===== config.mk =====
export PLATFORM = sky130hd
export DESIGN_NAME = pc_fetch_ctrl_flat
export DESIGN_NICKNAME = d
export VERILOG_FILES = /design/src/rtl/pc_fetch_ctrl_pkg.sv /design/src/rtl/pc_fetch_ctrl_if.sv /design/src/rtl/pc_fetch_ctrl_next_sel.sv /design/src/rtl/pc_fetch_ctrl.sv /design/src/flat_wrapper.sv
export SDC_FILE = /design/constraint.sdc
export NUM_CORES = 1
export LEC_CHECK = 0
export BUFFER_PORTS_ARGS = -buffer_cell sky130_fd_sc_hd__buf_2
export CAP_MARGIN = 20
export CORE_MARGIN = 10
export CORE_UTILIZATION = 57
export CTS_CLUSTER_SIZE = 25
export DETAILED_ROUTE_END_ITERATION = 16
export GPL_ROUTABILITY_DRIVEN = 0
export HOLD_SLACK_MARGIN = 0.06
export PLACE_DENSITY = 0.86
export SETUP_SLACK_MARGIN = 0.3
export SLEW_MARGIN = 20
export SYNTH_ARGS = -nofsm -noshare
export SYNTH_HDL_FRONTEND = slang
export SYNTH_SLANG_ARGS = --single-unit

===== constraint.sdc =====
create_clock -name clk -period 8.55 [get_ports clk]
set_input_delay 2.1375 -clock clk [delete_from_list [all_inputs] [get_ports clk]]
set_output_delay 2.1375 -clock clk [all_outputs]
set_load 0.02 [all_outputs]

===== src/rtl/pc_fetch_ctrl_pkg.sv =====
// pc_fetch_ctrl_pkg
// Shared definitions for the instruction-fetch front end: the fetch state
// encoding, instruction width, PC step size and the default reset PC.
// No ports; imported by pc_fetch_ctrl, pc_next_sel and pc_fetch_ctrl_if.

package pc_fetch_ctrl_pkg;

    // S_REQ  : request on the memory bus, waiting for gnt
    // S_WAIT : one request outstanding, waiting for rvalid
    // S_HOLD : instruction presented to decode, waiting for if_ready
    typedef enum logic [1:0] {
        S_REQ  = 2'd0,
        S_WAIT = 2'd1,
        S_HOLD = 2'd2
    } fetch_state_t;

    localparam int INSTR_W = 32;
    localparam int PC_STEP = 4;

    localparam logic [31:0] DEFAULT_RESET_PC = 32'h0000_0000;

endpackage


===== src/rtl/pc_fetch_ctrl_if.sv =====
// pc_fetch_ctrl_if
// Bundles the three handshakes around the fetch stage:
//   imem_*     : req/gnt/rvalid fetch channel to instruction memory
//   if_*       : valid/ready channel to the decode stage
//   redirect_* : branch/jump redirect from later pipeline stages
// modport master : the fetch controller's view
// modport slave  : the surrounding pipeline/memory view

interface pc_fetch_ctrl_if #(
    parameter int ADDR_W = 32
);
    import pc_fetch_ctrl_pkg::*;

    logic               redirect_valid;
    logic [ADDR_W-1:0]  redirect_pc;

    logic               imem_req;
    logic [ADDR_W-1:0]  imem_addr;
    logic               imem_gnt;
    logic               imem_rvalid;
    logic [INSTR_W-1:0] imem_rdata;

    logic               if_valid;
    logic               if_ready;
    logic [ADDR_W-1:0]  if_pc;
    logic [ADDR_W-1:0]  if_pc4;
    logic [INSTR_W-1:0] if_instr;

    modport master (
        input  redirect_valid, redirect_pc,
        output imem_req, imem_addr,
        input  imem_gnt, imem_rvalid, imem_rdata,
        output if_valid, if_pc, if_pc4, if_instr,
        input  if_ready
    );

    modport slave (
        output redirect_valid, redirect_pc,
        input  imem_req, imem_addr,
        output imem_gnt, imem_rvalid, imem_rdata,
        input  if_valid, if_pc, if_pc4, if_instr,
        output if_ready
    );

endinterface


===== src/rtl/pc_fetch_ctrl_next_sel.sv =====
// pc_next_sel
// Combinational next-PC selection for the fetch stage.
// Ports:
//   state          in  current fetch state
//   gnt            in  memory accepted the request this cycle
//   redirect_valid in  branch/jump taken this cycle
//   redirect_pc    in  redirect target (low two bits ignored)
//   pc             in  current PC register
//   pc_next        out value the PC register takes at the next edge

module pc_next_sel
    import pc_fetch_ctrl_pkg::*;
#(
    parameter int ADDR_W = 32
) (
    input  fetch_state_t      state,
    input  logic              gnt,
    input  logic              redirect_valid,
    input  logic [ADDR_W-1:0] redirect_pc,
    input  logic [ADDR_W-1:0] pc,
    output logic [ADDR_W-1:0] pc_next
);

    logic [ADDR_W-1:0] redirect_aligned;

    // Instructions are word aligned, so the low two target bits are masked off.
    assign redirect_aligned = redirect_pc & ~ADDR_W'(3);

    // A redirect always wins, even over a grant in the same cycle; otherwise
    // the PC only advances when memory accepts the request. The add wraps
    // naturally at 2^ADDR_W.
    always_comb begin
        pc_next = pc;
        if (redirect_valid) begin
            pc_next = redirect_aligned;
        end else if (state == S_REQ && gnt) begin
            pc_next = pc + ADDR_W'(PC_STEP);
        end
    end

endmodule


===== src/rtl/pc_fetch_ctrl.sv =====
// pc_fetch_ctrl
// Instruction-fetch front end: owns the PC, issues one outstanding fetch at a
// time to instruction memory and presents each fetched word to decode. Branch
// and jump redirects replace the PC and discard any fetch they make stale.
// Ports:
//   clk  in  rising-edge clock
//   rst  in  asynchronous active-high reset
//   bus  pc_fetch_ctrl_if.master: imem req/gnt/rvalid channel, decode
//        valid/ready channel and redirect inputs

module pc_fetch_ctrl
    import pc_fetch_ctrl_pkg::*;
#(
    parameter int                ADDR_W   = 32,
    parameter logic [ADDR_W-1:0] RESET_PC = ADDR_W'(DEFAULT_RESET_PC)
) (
    input  logic                  clk,
    input  logic                  rst,
    pc_fetch_ctrl_if.master       bus
);

    fetch_state_t       state;
    logic [ADDR_W-1:0]  pc;
    logic [ADDR_W-1:0]  pc_next;
    logic [ADDR_W-1:0]  fetch_pc;
    logic               kill;
    logic               in_req;
    logic               if_valid_q;
    logic [ADDR_W-1:0]  if_pc_q;
    logic [ADDR_W-1:0]  if_pc4_q;
    logic [INSTR_W-1:0] if_instr_q;

    pc_next_sel #(
        .ADDR_W (ADDR_W)
    ) u_next_sel (
        .state          (state),
        .gnt            (bus.imem_gnt),
        .redirect_valid (bus.redirect_valid),
        .redirect_pc    (bus.redirect_pc),
        .pc             (pc),
        .pc_next        (pc_next)
    );

    // The reset state is S_REQ, so the request is masked while rst is high;
    // this keeps imem_req low during reset and lets it rise in the very first
    // cycle after rst falls without spending a cycle in an idle state.
    assign in_req        = (state == S_REQ) && !rst;
    assign bus.imem_req  = in_req;
    assign bus.imem_addr = in_req ? pc : '0;

    assign bus.if_valid  = if_valid_q;
    assign bus.if_pc     = if_pc_q;
    assign bus.if_pc4    = if_pc4_q;
    assign bus.if_instr  = if_instr_q;

    // Fetch FSM. kill marks the single outstanding fetch as stale after a
    // redirect; its response is swallowed when it arrives. rvalid outside
    // S_WAIT is ignored. The decode-side registers only change on capture,
    // so they hold steady under backpressure.
    always_ff @(posedge clk or posedge rst) begin
        if (rst) begin
            state      <= S_REQ;
            pc         <= RESET_PC;
            fetch_pc   <= '0;
            kill       <= 1'b0;
            if_valid_q <= 1'b0;
            if_pc_q    <= '0;
            if_pc4_q   <= '0;
            if_instr_q <= '0;
        end else begin
            pc <= pc_next;
            case (state)
                S_REQ: begin
                    if (bus.imem_gnt) begin
                        fetch_pc <= pc;
                        kill     <= bus.redirect_valid;
                        state    <= S_WAIT;
                    end
                end
                S_WAIT: begin
                    if (bus.imem_rvalid) begin
                        if (kill || bus.redirect_valid) begin
                            kill  <= 1'b0;
                            state <= S_REQ;
                        end else begin
                            if_instr_q <= bus.imem_rdata;
                            if_pc_q    <= fetch_pc;
                            if_pc4_q   <= fetch_pc + ADDR_W'(PC_STEP);
                            if_valid_q <= 1'b1;
                            state      <= S_HOLD;
                        end
                    end else if (bus.redirect_valid) begin
                        kill <= 1'b1;
                    end
                end
                S_HOLD: begin
                    if (bus.redirect_valid || bus.if_ready) begin
                        if_valid_q <= 1'b0;
                        state      <= S_REQ;
                    end
                end
                default: begin
                    state <= S_REQ;
                end
            endcase
        end
    end

endmodule


===== src/flat_wrapper.sv =====
// flat-port wrapper written by rule: the top's interface ports become plain ports
module pc_fetch_ctrl_flat import pc_fetch_ctrl_pkg::*;
#(
    parameter int                ADDR_W   = 32,
    parameter logic [ADDR_W-1:0] RESET_PC = ADDR_W'(DEFAULT_RESET_PC)
)
  (clk, rst, bus_redirect_valid, bus_redirect_pc, bus_imem_req, bus_imem_addr, bus_imem_gnt, bus_imem_rvalid, bus_imem_rdata, bus_if_valid, bus_if_pc, bus_if_pc4, bus_if_instr, bus_if_ready);
  pc_fetch_ctrl_if #(.ADDR_W(ADDR_W)) bus_i ();
  input  logic clk;
  input  logic rst;
  input wire logic [$bits(bus_i.redirect_valid)-1:0] bus_redirect_valid;
  input wire logic [$bits(bus_i.redirect_pc)-1:0] bus_redirect_pc;
  output wire logic [$bits(bus_i.imem_req)-1:0] bus_imem_req;
  output wire logic [$bits(bus_i.imem_addr)-1:0] bus_imem_addr;
  input wire logic [$bits(bus_i.imem_gnt)-1:0] bus_imem_gnt;
  input wire logic [$bits(bus_i.imem_rvalid)-1:0] bus_imem_rvalid;
  input wire logic [$bits(bus_i.imem_rdata)-1:0] bus_imem_rdata;
  output wire logic [$bits(bus_i.if_valid)-1:0] bus_if_valid;
  output wire logic [$bits(bus_i.if_pc)-1:0] bus_if_pc;
  output wire logic [$bits(bus_i.if_pc4)-1:0] bus_if_pc4;
  output wire logic [$bits(bus_i.if_instr)-1:0] bus_if_instr;
  input wire logic [$bits(bus_i.if_ready)-1:0] bus_if_ready;
  assign bus_i.redirect_valid = bus_redirect_valid;
  assign bus_i.redirect_pc = bus_redirect_pc;
  assign bus_imem_req = bus_i.imem_req;
  assign bus_imem_addr = bus_i.imem_addr;
  assign bus_i.imem_gnt = bus_imem_gnt;
  assign bus_i.imem_rvalid = bus_imem_rvalid;
  assign bus_i.imem_rdata = bus_imem_rdata;
  assign bus_if_valid = bus_i.if_valid;
  assign bus_if_pc = bus_i.if_pc;
  assign bus_if_pc4 = bus_i.if_pc4;
  assign bus_if_instr = bus_i.if_instr;
  assign bus_i.if_ready = bus_if_ready;
  pc_fetch_ctrl #(.ADDR_W(ADDR_W), .RESET_PC(RESET_PC)) u_core (.clk(clk), .rst(rst), .bus(bus_i));
endmodule

### After elaboration in Yosys (flattened, before gate mapping)

Cells that the tools add are included.

* bits in registers: 164
* input bits: 70
* word-level logic and storage cells: 50

* add/subtract/negate cells: 2
* equal/unequal tests: 8
* muxes and demuxes: 17
* bitwise gates (word level): 1
* reduce and logical (&&, ||, !) cells: 14

Operator list (count)
* $mux 32: 3
* $add 32x3->32 const B: 2
* $mux 2: 4
* $reduce_and 4->1: 2
* $mux 1: 7
* $ne 2x2->1 const B: 3
* $pmux 2 s3: 1
* $reduce_and 3->1: 2
* $reduce_bool 2->1: 3
* $pmux 1 s2: 2
* $ne 3x2->1 const B: 1
* $ne 3x3->1 const B: 1
* $eq 2x1->1 const B: 1
* $eq 2x2->1 const B: 1
* $logic_and 1x1->1: 2
* $logic_not 2->1: 1
* $logic_or 1x1->1: 2
* $ne 2x1->1 const B: 1
* $reduce_and 2->1: 1
* $logic_not 1->1: 1
* $not 1->1: 1

### Longest topological paths before layout

* word-level depth: 4
* mapped depth: 7
* mapped depth without buffers: 5

### By module

Synthesis repeated with hierarchy kept, for this count alone.

* cells, all modules: 798
* area, all modules: 7475.9 µm²

By module, submodules not included
* pc_fetch_ctrl: times used 1, cells an instance 621, area an instance 6431.2 µm²
* pc_next_sel: times used 1, cells an instance 177, area an instance 1044.8 µm²

### Least setup slack after synthesis

OpenSTA, ideal clock, no wires.

* kind: input -> output
* start point: input rst
* end point: output bus_imem_addr[22]
* data arrival time: 3.034 ns
* data required time: 6.412 ns
* slack: 3.378 ns
* cell stages on the path: 3
* buffers on the path: 1
* path through: nor3_1 -> clkbuf_1 -> and2_1

* longest elaborated chain between the ends: 3

Ends and longest elaborated chain
* start, declared: line flat_wrapper.sv:10 `input logic rst;`
* $logic_not 1->1: line pc_fetch_ctrl.sv:47 `assign in_req = (state == S_REQ) && !rst;`
* $logic_and 1x1->1: line pc_fetch_ctrl.sv:47
* via bus_imem_req: line flat_wrapper.sv:13 `output wire logic [$bits(bus_i.imem_req)-1:0] bus_imem_req;`
* $mux 32: line pc_fetch_ctrl.sv:49 `assign bus.imem_addr = in_req ? pc : '0;`
* end, declared: line flat_wrapper.sv:14 `output wire logic [$bits(bus_i.imem_addr)-1:0] bus_imem_addr;`

The timed path passes the listed nets, and every way through them passes these cells.

### Worst setup path after layout

* start point: input rst
* end point: output bus_imem_addr[5]

* longest elaborated chain between the ends: 3

Ends and longest elaborated chain (line)
* $logic_not 1->1: pc_fetch_ctrl.sv:47
* $logic_and 1x1->1: pc_fetch_ctrl.sv:47
* $mux 32: pc_fetch_ctrl.sv:49

Every way passes these cells.

==> results.toml <==
[floorplanning]
fp.dieH_um = 133
fp-row-count = 41
fp.dieW_um = 133
coreArea_mm2 = 0.0126
ioPinCount = 200
start_util = 0.578
dieArea_mm2 = 0.0176

[sta]
fin_crit_ns = 5.30
hold_violations = 0
max_freq_ghz = 0.189
grt_setup_unrepaired = "false"
tightestPinTransition_ns = 0.955
setup_viol = 0
fin_crit_sh = 0.620
drv_slew = 0
setup_tns_ns = 0
skew_ns = 0.00784
maxSlewHeadroom = 0.363
finalWorstSetupSlack_ns = 3.25

[min_path]
min_delay_path_depth = 2
hold_class = "reg2reg"
min_from = "u_core.bus.if_pc[30]$_DFFE_PP0P_"
min_to = "u_core.bus.if_pc[30]$_DFFE_PP0P_"

[global_route]
grt_use_met3 = 0.0568
antenna_found_initial = 0
use_met1 = 0.299
grt_pass1_wl_mm = 32.1
grt_pass1_vias = 6280
top_usage_layer = "met2"
grt_overflow = 0
grt_max_degree = 94
gr-usage-met2 = 0.334
grt_usage = 0.221

[drt]
wl_mm = 19.7
via_per_inst = 5.52
drt_pass1_iterations = 7
initialDrtViolationCount = 516
post_drt_wl_per_cell_um = 16.7
vias = 6481
postRouteAntennaNets = 0
drc = 0

[placement]
dp_hpwl_mm = 13.8
dp.cells = 1145
place.port_buffers = 191
pre_cts_ws_ns = 3.24

[critical_path]
rr_startpoint = "u_core.state[0]$_DFFE_PP0P_"
cp_common_cell = "buf_2"
crit_chain = "buf_2, nor3_2, buf_4, and2_1, buf_2"
cp-end-kind = "primary output"
critPathMaxFanout = 28
reg2reg_depth = 4
cp_slowest_cell = "buf_4"
cp-start-kind = "primary input"
crit_family = "buffers and inverters"
critPathMaxStageDelay_ns = 0.30
regToRegEndpoint = "u_core.pc[27]$_DFFE_PP0P_"
worst-setup-path-type = "in2out"
cp.required_ns = 6.41
r2r_setup_slack_ns = 6.17
critPathBufInv = 3
arrival_ns = 3.16

[clock_tree]
clockBufferDepth = 2
root_buffer = "clkbuf_16"
cts_hold_buffers = 0
post-cts-setup-buffer-count = 0
cts.sinks = 156
cts-buffers-inserted = 17
cts_tree = "done"
cts.clk_slew.worst_paths_ns = 0.06
ctsResizeCount = 0
htree_num_levels = 4
clk_latency_ns = 0.42

[finish]
layout_common_cells = "301 x nand2_1, 191 x buf_2, 156 x dfrtp_1"
area_delta_synth_final_pct = 21.7
nets = 1064
fillers = 961
fin_cells = 1175
finish.utilization = 0.703
drive_above_1_share = 0.234
final_common_cell = "nand2_1"
antenna_cells = 0

[run_status]
run_status = "finished clean"

[synth]
ys_seq_elements = 156
synth-edff-count = 0
synth_ff_type = "dfrtp_1"
ys_seq_area_frac = 0.538
syn_avg_cell_area_um2 = 8.74
synthDistinctLibCells = 43
syn_inst = 830
async_flop_share = 1.00
synth_warnings = 0
syn_area_mm2 = 0.00726

[power_and_ir_drop]
seq_power_share = 0.415
comb_power_share = 0.345
p_leak_nw = 4.44
switching_power_mw = 1.27
pwr-share-clk = 0.240
powerDensity_mw_per_mm2 = 355
finalPower_mw = 3.13
peakVddDrop_v = 0.000154
p_int_mw = 1.87
swShare = 0.404

[flow_run]
cap_violations = 0
[Yosys cell counts, drive strengths merged (2+ instances only)]
library cell,count,area share
nor2,35,0.018
o31a,2,0.0024
or2,2,0.0017
buf,11,0.0098
and2,31,0.027
clkbuf,47,0.024
xor2,12,0.014
o21ai,43,0.030
and3,7,0.0060
o31ai,21,0.022
or3,12,0.010
nand3,23,0.016
ha,2,0.0034
inv,8,0.0041
nor3,3,0.0021
nor4,2,0.0017
nand4,18,0.016
nand2b,2,0.0017
xnor2,9,0.011
dfrtp,156,0.54
and4,9,0.011
nand2,301,0.16
o211ai,5,0.0052
a31oi,30,0.026
or4,27,0.028
[cells by family (layout without fill, tap and decap cells)]
logic type | count (synthesis) | after routing | synth area share
compound gates | 105 | 105 | 0.0891
simple gates | 476 | 476 | 0.302
flops | 156 | 156 | 0.538
buf+inv | 67 | 235 | 0.0390
xor+xnor | 21 | 21 | 0.0253
other cells | 1 | 6 | 0.000517
mux | 2 | 2 | 0.00293
fa+ha+maj | 2 | 2 | 0.00345
[power groups by stage]
stage	Clock (mW)	Sequential (mW)	Combinational, mW
after global placement	0	1.29	1.07
after global routing	0.786	1.34	1.20
final	0.751	1.30	1.08
after floorplan	0	1.50	0.460
after detailed placement	0	1.30	1.09
after CTS	0.757	1.29	1.10
[per-layer routing]
layer | share of wire | routed length, µm | up-vias
li1 | - | - | 3131
met1 | 0.45 | 8770 | 3046
met2 | 0.45 | 8930 | 273
met3 | 0.081 | 1600 | 31
met4 | 0.018 | 351 | 0
met5 | 0 | 0 | -
[sequential cells by signal, indices dropped and copies added, names as in the netlist]
register and count:
u_core.bus.if_instr 32, u_core.bus.if_pc 30, u_core.bus.if_pc4 30, u_core.bus.if_valid 1
u_core.fetch_pc 30, u_core.kill 1, u_core.pc 30, u_core.state 2
[final cells by class]
cell class,instances,area (µm²),area share
Tap cell,172,215,0.0244
Timing Repair Buffer,196,993,0.112
Inverter,9,38.8,0.00439
Clock inverter,8,118,0.0133
Sequential cell,156,3900,0.442
Clock buffer,22,464,0.0525
Multi-Input combinational cell,612,3100,0.351
[worst reg2reg max path, stage by stage, from the launching register on]
cell and delay (ns):
dfrtp_1 0.49, nor3b_4 0.27, nand4_2 0.60, or4_1 0.73, a31oi_1 0.19
[worst max-delay path by stage]
stage	startpoint	to	slack (ns)	depth (start not counted)
3_3_place_gp	rst	bus_imem_addr[28]	3.30	5
6_report	rst	bus_imem_addr[5]	3.25	5
3_5_place_dp	rst	bus_imem_addr[5]	3.24	5
5_1_grt	rst	bus_imem_addr[5]	3.18	5
2_1_floorplan	rst	u_core.bus.if_instr[0]$_DFFE_PP0P_	2.21	1
4_1_cts	rst	bus_imem_addr[5]	3.23	5
[through the flow]
step,hold slack [ns],cell area [µm²]
floorplan,0.467,7280
global placement,0.452,8250
detailed placement,0.456,8250
CTS,0.470,8830
global route,0.489,8830
finish,0.467,8830
No activity file was read; power rests on OpenSTA's default activity.
